<file path="config.mk">
export PLATFORM = sky130hd
export DESIGN_NAME = accel_sample_scheduler
export DESIGN_NICKNAME = d
export VERILOG_FILES = /design/src/rtl/accel_pkg.sv /design/src/rtl/sat_counter.sv /design/src/rtl/accel_sample_scheduler.sv
export SDC_FILE = /design/constraint.sdc
export NUM_CORES = 1
export LEC_CHECK = 0
export CORE_ASPECT_RATIO = 0.5
export CORE_MARGIN = 1.5
export CORE_UTILIZATION = 50
export CTS_CLUSTER_DIAMETER = 100
export DETAILED_ROUTE_END_ITERATION = 16
export HOLD_SLACK_MARGIN = 0.08
export PLACE_DENSITY_LB_ADDON = 0.25
export SETUP_SLACK_MARGIN = 0.3
export SYNTH_ARGS = -nofsm -noshare
export SYNTH_HDL_FRONTEND = slang
export SYNTH_SLANG_ARGS = --single-unit
</file>
<file path="constraint.sdc">
create_clock -name clk -period 5.2 [get_ports clk]
set_clock_uncertainty 0.05 [all_clocks]
set_input_delay 1.04 -clock clk [delete_from_list [all_inputs] [get_ports clk]]
set_output_delay 1.04 -clock clk [all_outputs]
set_load 0.02 [all_outputs]
</file>
<file path="src/rtl/accel_pkg.sv">
// Shared types and constants for the accelerometer sample scheduler.
package accel_pkg;

    localparam int unsigned AXIS_W          = 16;
    localparam int unsigned TIMEOUT_DEFAULT = 50000;

    typedef enum logic [1:0] {
        StIdle  = 2'd0,
        StReq   = 2'd1,
        StWait  = 2'd2,
        StLatch = 2'd3
    } state_e;

    // Mean of two samples; the sum is formed at AXIS_W+1 bits so it cannot overflow.
    function automatic logic signed [AXIS_W-1:0] avg2(input logic signed [AXIS_W-1:0] a,
                                                      input logic signed [AXIS_W-1:0] b);
        logic signed [AXIS_W:0] sum;
        logic signed [AXIS_W:0] half;
        sum  = $signed({a[AXIS_W-1], a}) + $signed({b[AXIS_W-1], b});
        half = sum >>> 1;
        return half[AXIS_W-1:0];
    endfunction

endpackage

</file>
<file path="src/rtl/sat_counter.sv">
// Event counter that sticks at all ones instead of wrapping.
module sat_counter #(
    parameter int unsigned WIDTH = 8
) (
    input  logic             clk,
    input  logic             clear,
    input  logic             inc,
    output logic [WIDTH-1:0] count
);

    logic [WIDTH-1:0] count_q;

    always_ff @(posedge clk) begin
        if (clear) begin
            count_q <= '0;
        end else if (inc && (count_q != {WIDTH{1'b1}})) begin
            count_q <= count_q + WIDTH'(1);
        end
    end

    assign count = count_q;

endmodule

</file>
<file path="src/rtl/accel_sample_scheduler.sv">
// Issues one accelerometer read per sample tick, with retry/timeout/overrun accounting.
// Optional build macro ACCEL_AVG_EN: outputs become the mean of the previous and new sample.
module accel_sample_scheduler
    import accel_pkg::*;
#(
    parameter int unsigned TIMEOUT_CYCLES = TIMEOUT_DEFAULT,
    parameter int unsigned RETRY_MAX      = 2,
    parameter int unsigned CNT_W          = 8
) (
    input  logic                     clk,
    input  logic                     rst,
    input  logic                     sample_tick,
    output logic                     rd_req,
    input  logic                     rd_ack,
    input  logic                     rd_done,
    input  logic                     rd_err,
    input  logic signed [AXIS_W-1:0] x_in,
    input  logic signed [AXIS_W-1:0] y_in,
    input  logic signed [AXIS_W-1:0] z_in,
    output logic signed [AXIS_W-1:0] x_out,
    output logic signed [AXIS_W-1:0] y_out,
    output logic signed [AXIS_W-1:0] z_out,
    output logic                     sample_valid,
    output logic                     sample_fail,
    output logic                     busy,
    output logic [CNT_W-1:0]         overrun_cnt,
    output logic [CNT_W-1:0]         fault_cnt
);

    localparam int unsigned TMR_W = $clog2(TIMEOUT_CYCLES + 1);
    localparam int unsigned RTY_W = (RETRY_MAX > 0) ? $clog2(RETRY_MAX + 1) : 1;
    localparam logic [TMR_W-1:0] TMR_LAST = TMR_W'(TIMEOUT_CYCLES - 1);
    localparam logic [RTY_W-1:0] RTY_LAST = RTY_W'(RETRY_MAX);

    state_e                    state_q;
    logic [TMR_W-1:0]          timer_q;
    logic [RTY_W-1:0]          retry_q;
    logic                      rd_req_q;
    logic                      sample_valid_q;
    logic                      sample_fail_q;
    logic signed [AXIS_W-1:0]  x_q, y_q, z_q;
    logic signed [AXIS_W-1:0]  x_new, y_new, z_new;

    logic timed_out;
    logic capture;
    logic attempt_failed;
    logic retries_left;
    logic fault_inc;
    logic overrun_inc;

    assign timed_out    = (timer_q == TMR_LAST);
    assign retries_left = (retry_q < RTY_LAST);
    // Error beats done in the same cycle; done beats a coincident timeout.
    assign capture      = (state_q == StWait) && rd_done && !rd_err;
    assign attempt_failed = ((state_q == StReq) && !rd_ack && timed_out) ||
                            ((state_q == StWait) && (rd_err || (!rd_done && timed_out)));
    assign fault_inc    = attempt_failed && !retries_left;
    assign overrun_inc  = sample_tick && (state_q != StIdle);

`ifdef ACCEL_AVG_EN
    logic                     have_prev_q;
    logic signed [AXIS_W-1:0] x_prev_q, y_prev_q, z_prev_q;

    always_ff @(posedge clk) begin
        if (rst) begin
            have_prev_q <= 1'b0;
            x_prev_q    <= '0;
            y_prev_q    <= '0;
            z_prev_q    <= '0;
        end else if (capture) begin
            have_prev_q <= 1'b1;
            x_prev_q    <= x_in;
            y_prev_q    <= y_in;
            z_prev_q    <= z_in;
        end
    end

    assign x_new = have_prev_q ? avg2(x_prev_q, x_in) : x_in;
    assign y_new = have_prev_q ? avg2(y_prev_q, y_in) : y_in;
    assign z_new = have_prev_q ? avg2(z_prev_q, z_in) : z_in;
`else
    assign x_new = x_in;
    assign y_new = y_in;
    assign z_new = z_in;
`endif

    always_ff @(posedge clk) begin
        if (rst) begin
            state_q        <= StIdle;
            timer_q        <= '0;
            retry_q        <= '0;
            rd_req_q       <= 1'b0;
            sample_valid_q <= 1'b0;
            sample_fail_q  <= 1'b0;
            x_q            <= '0;
            y_q            <= '0;
            z_q            <= '0;
        end else begin
            sample_valid_q <= 1'b0;
            sample_fail_q  <= 1'b0;
            unique case (state_q)
                StIdle: begin
                    if (sample_tick) begin
                        state_q  <= StReq;
                        rd_req_q <= 1'b1;
                        retry_q  <= '0;
                        timer_q  <= '0;
                    end
                end
                StReq, StWait: begin
                    if (attempt_failed) begin
                        if (retries_left) begin
                            state_q  <= StReq;
                            rd_req_q <= 1'b1;
                            retry_q  <= retry_q + RTY_W'(1);
                            timer_q  <= '0;
                        end else begin
                            state_q       <= StIdle;
                            rd_req_q      <= 1'b0;
                            sample_fail_q <= 1'b1;
                        end
                    end else if ((state_q == StReq) && rd_ack) begin
                        state_q  <= StWait;
                        rd_req_q <= 1'b0;
                        timer_q  <= '0;
                    end else if (capture) begin
                        // Output registers load here so the triple is visible during LATCH.
                        state_q        <= StLatch;
                        sample_valid_q <= 1'b1;
                        x_q            <= x_new;
                        y_q            <= y_new;
                        z_q            <= z_new;
                    end else begin
                        timer_q <= timer_q + TMR_W'(1);
                    end
                end
                StLatch: begin
                    state_q <= StIdle;
                end
            endcase
        end
    end

    sat_counter #(
        .WIDTH(CNT_W)
    ) u_overrun_cnt (
        .clk  (clk),
        .clear(rst),
        .inc  (overrun_inc),
        .count(overrun_cnt)
    );

    sat_counter #(
        .WIDTH(CNT_W)
    ) u_fault_cnt (
        .clk  (clk),
        .clear(rst),
        .inc  (fault_inc),
        .count(fault_cnt)
    );

    assign rd_req       = rd_req_q;
    assign sample_valid = sample_valid_q;
    assign sample_fail  = sample_fail_q;
    assign busy         = (state_q != StIdle);
    assign x_out        = x_q;
    assign y_out        = y_q;
    assign z_out        = z_q;

endmodule
</file>
==> flow_metrics.env <==
export IMPL_synth_top_flop_cell="dfxtp_1"
export IMPL_initial_utilization_pct=51.6
export IMPL_max_freq_mhz=305
export IMPL_setup_worst_path_class="input pin to register"
export IMPL_portBuffers=121
export IMPL_cts_inserted_buffers=9
export IMPL_first_global_vias=3401
export IMPL_remaining_drc_errors=0
export IMPL_placed_area_um2=5050
export IMPL_grt_max_degree=80
export IMPL_cts_tree="built"
export IMPL_cts_resized=0
export IMPL_grt_first_pass_wirelength_mm=15.9
export IMPL_vias_per_cell=5.53
export IMPL_clk_path_buf_depth=2
export IMPL_hold_buffers=0
export IMPL_crit_path_max_fanout=25
export IMPL_powerDensity_nw_per_um2=302
export IMPL_synth_top_area_cell="dfxtp_1"
export IMPL_fin_crit_ns=3.28
export IMPL_drtIter0Drc=319
export IMPL_syn_nets=522
export IMPL_gp_congestion=0.820
export IMPL_fillers=568
export IMPL_postCtsSetupBuffers=0
export IMPL_first_pass_iters=4
export IMPL_power_leakage_nw=1.75
export IMPL_antenna_left=0
export IMPL_ir_drop_mv=0.192
export IMPL_synthTopCellsByArea="dfxtp_1 46%, nand2_1 11%, a21oi_1 8.8%"
export IMPL_endpoint_kind="register"
export IMPL_rsz0062_at_grt="no"
export IMPL_routed_wl_mm=9.57
export IMPL_slew_limit_headroom_pct=37.0
export IMPL_hold_violations=0
export IMPL_synth_edf_count=0
export IMPL_yosys_area_top_type_share_pct=45.9
export IMPL_area_delta_synth_final_pct=40.1
export IMPL_yosysUniqueCellTypes=51
export IMPL_fin_crit_sh_pct=63.1
export IMPL_syn_cell_area_um2=3790
export IMPL_cts_sinks=87
export IMPL_dpl_hpwl_mm=6.39
export IMPL_num_vias=3702
export IMPL_dieArea_um2=8150
export IMPL_antenna_found_initial=0
export IMPL_worst_pin_slew_ns=0.939
export IMPL_ys_seq_area_share_pct=45.9
export IMPL_wl_per_cell_um=14.3
export IMPL_cts_clk_slew_worst_paths_ns=0.06
export IMPL_post_place_ws_ns=1.60
export IMPL_grt_overflow=0
export IMPL_drv_cap=0
export IMPL_synth_most_common_cell="nand2_1"
export IMPL_grt_usage_pct=24.5
export IMPL_clk_latency_ns=0.34
export IMPL_syn_avg_cell_area_um2=8.25
export IMPL_design_area_um2=5320
export IMPL_h_tree_depth=3
export IMPL_finalMaxSlewViolations=0
export IMPL_syn_instance_count=460
export IMPL_cp_data_required_time_ns=5.33
export IMPL_hold_path_class="register to register"
export IMPL_die_height_um=64.6
export IMPL_async_reset_ff_share_pct=0
export IMPL_cp_start_kind="input pin"
export IMPL_nNetsFinal=632
export IMPL_tns_ns=0
export IMPL_ys_seq_elements=87
export IMPL_layout_setup_ws_ns=1.92
export IMPL_drive_gt1_share_pct=4.18
export IMPL_num_rows=22
export IMPL_cts_root_buf="clkbuf_16"
export IMPL_ys_warn_count=0
export IMPL_core_area_um2=7350
export IMPL_synth_commonest_cells="108 x nand2_1, 87 x dfxtp_1, 67 x a21oi_1"
export IMPL_setup_viol_count_final=0
export IMPL_diodes=0
export IMPL_outcome="completed"
export IMPL_chipWidth_um=126
export IMPL_ios=122
export IMPL_worst_hold_slack_ns=0.401
export IMPL_cp_arrival_ns=3.41
flip-flops by register name (all words and copies together) (netlist names), 2 cells and up:
name and cells:
u_overrun_cnt.count 8, y_out 16, z_out 16, retry_q 2, u_fault_cnt.count 8, x_out 16
state_q 2, timer_q 16
per-stage QoR:
stage | util (%) | total power [mW] | cells
CTS | 72.3 | 1.63 | 670
detailed placement | 68.7 | 1.04 | 655
global placement | 68.7 | 1.03 | 655
global route | 72.3 | 1.69 | 670
finish | 72.3 | 1.61 | 670
floorplan | - | 0.926 | 460
metal layers:
layer / track usage, % / vias up / part of all wire [%]
li1: - / 1862 / -
met1: 28.7 / 1746 / 43
met2: 39.8 / 79 / 47
met3: 11.2 / 15 / 8.4
met4: 9.05 / 0 / 1.7
met5: 0 / - / 0
critical path, cell delays in order:
cell             delay (ns)
clkdlybuf4s50_1        0.45
nand2b_1               0.20
a22o_1                 0.27
a41o_1                 0.50
o31ai_1                0.87
a21oi_1                0.08
cells by family after synthesis:
group	synth area share [%]
compound gates	19.7
xor+xnor	1.62
fa+ha+maj	2.64
buf+inv	3.36
flops	45.9
mux	0.825
simple gates	26.0
layout make-up:
cell class / instances / area, um2 / share of cell area, %
multi-input combinational: 341 / 1940 / 36.4
sequential: 87 / 1740 / 32.8
clock buffer: 10 / 229 / 4.31
timing repair buffer: 124 / 1230 / 23.1
inverter: 7 / 26.3 / 0.494
clock inverter: 5 / 35.0 / 0.659
tap: 96 / 120 / 2.26
power breakdown:
group	leakage, nW	internal (mW)	switching (mW)
sequential	0.701	0.683	0.0153
clock	0.129	0.322	0.261
combinational	0.923	0.141	0.186
total	1.75	1.15	0.463
worst paths after layout:
path,startpoint,endpoint,slack [ns],cells past startpoint
max,rd_err,timer_q[8],1.92,6
min,x_out[10],x_out[10],0.40,2
max reg2reg,timer_q[0],timer_q[4],2.18,6
min reg2reg,x_out[10],x_out[10],0.40,2
placed cells by master (no fill, tap or decap), drive strengths merged, types with 6 or more instances in the layout:
| master | n |
|---|---|
| a21oi | 67 |
| a32o | 7 |
| inv | 7 |
| nor2 | 18 |
| or3 | 6 |
| o21ai | 12 |
| clkdlybuf4s50 | 120 |
| ha | 8 |
| clkbuf | 10 |
| nand3 | 10 |
| nand2 | 108 |
| nor3 | 12 |
| dfxtp | 87 |
| nand4 | 11 |
| or4 | 8 |
| a211o | 9 |
| o31ai | 8 |
(Power assumes the default switching activity.)
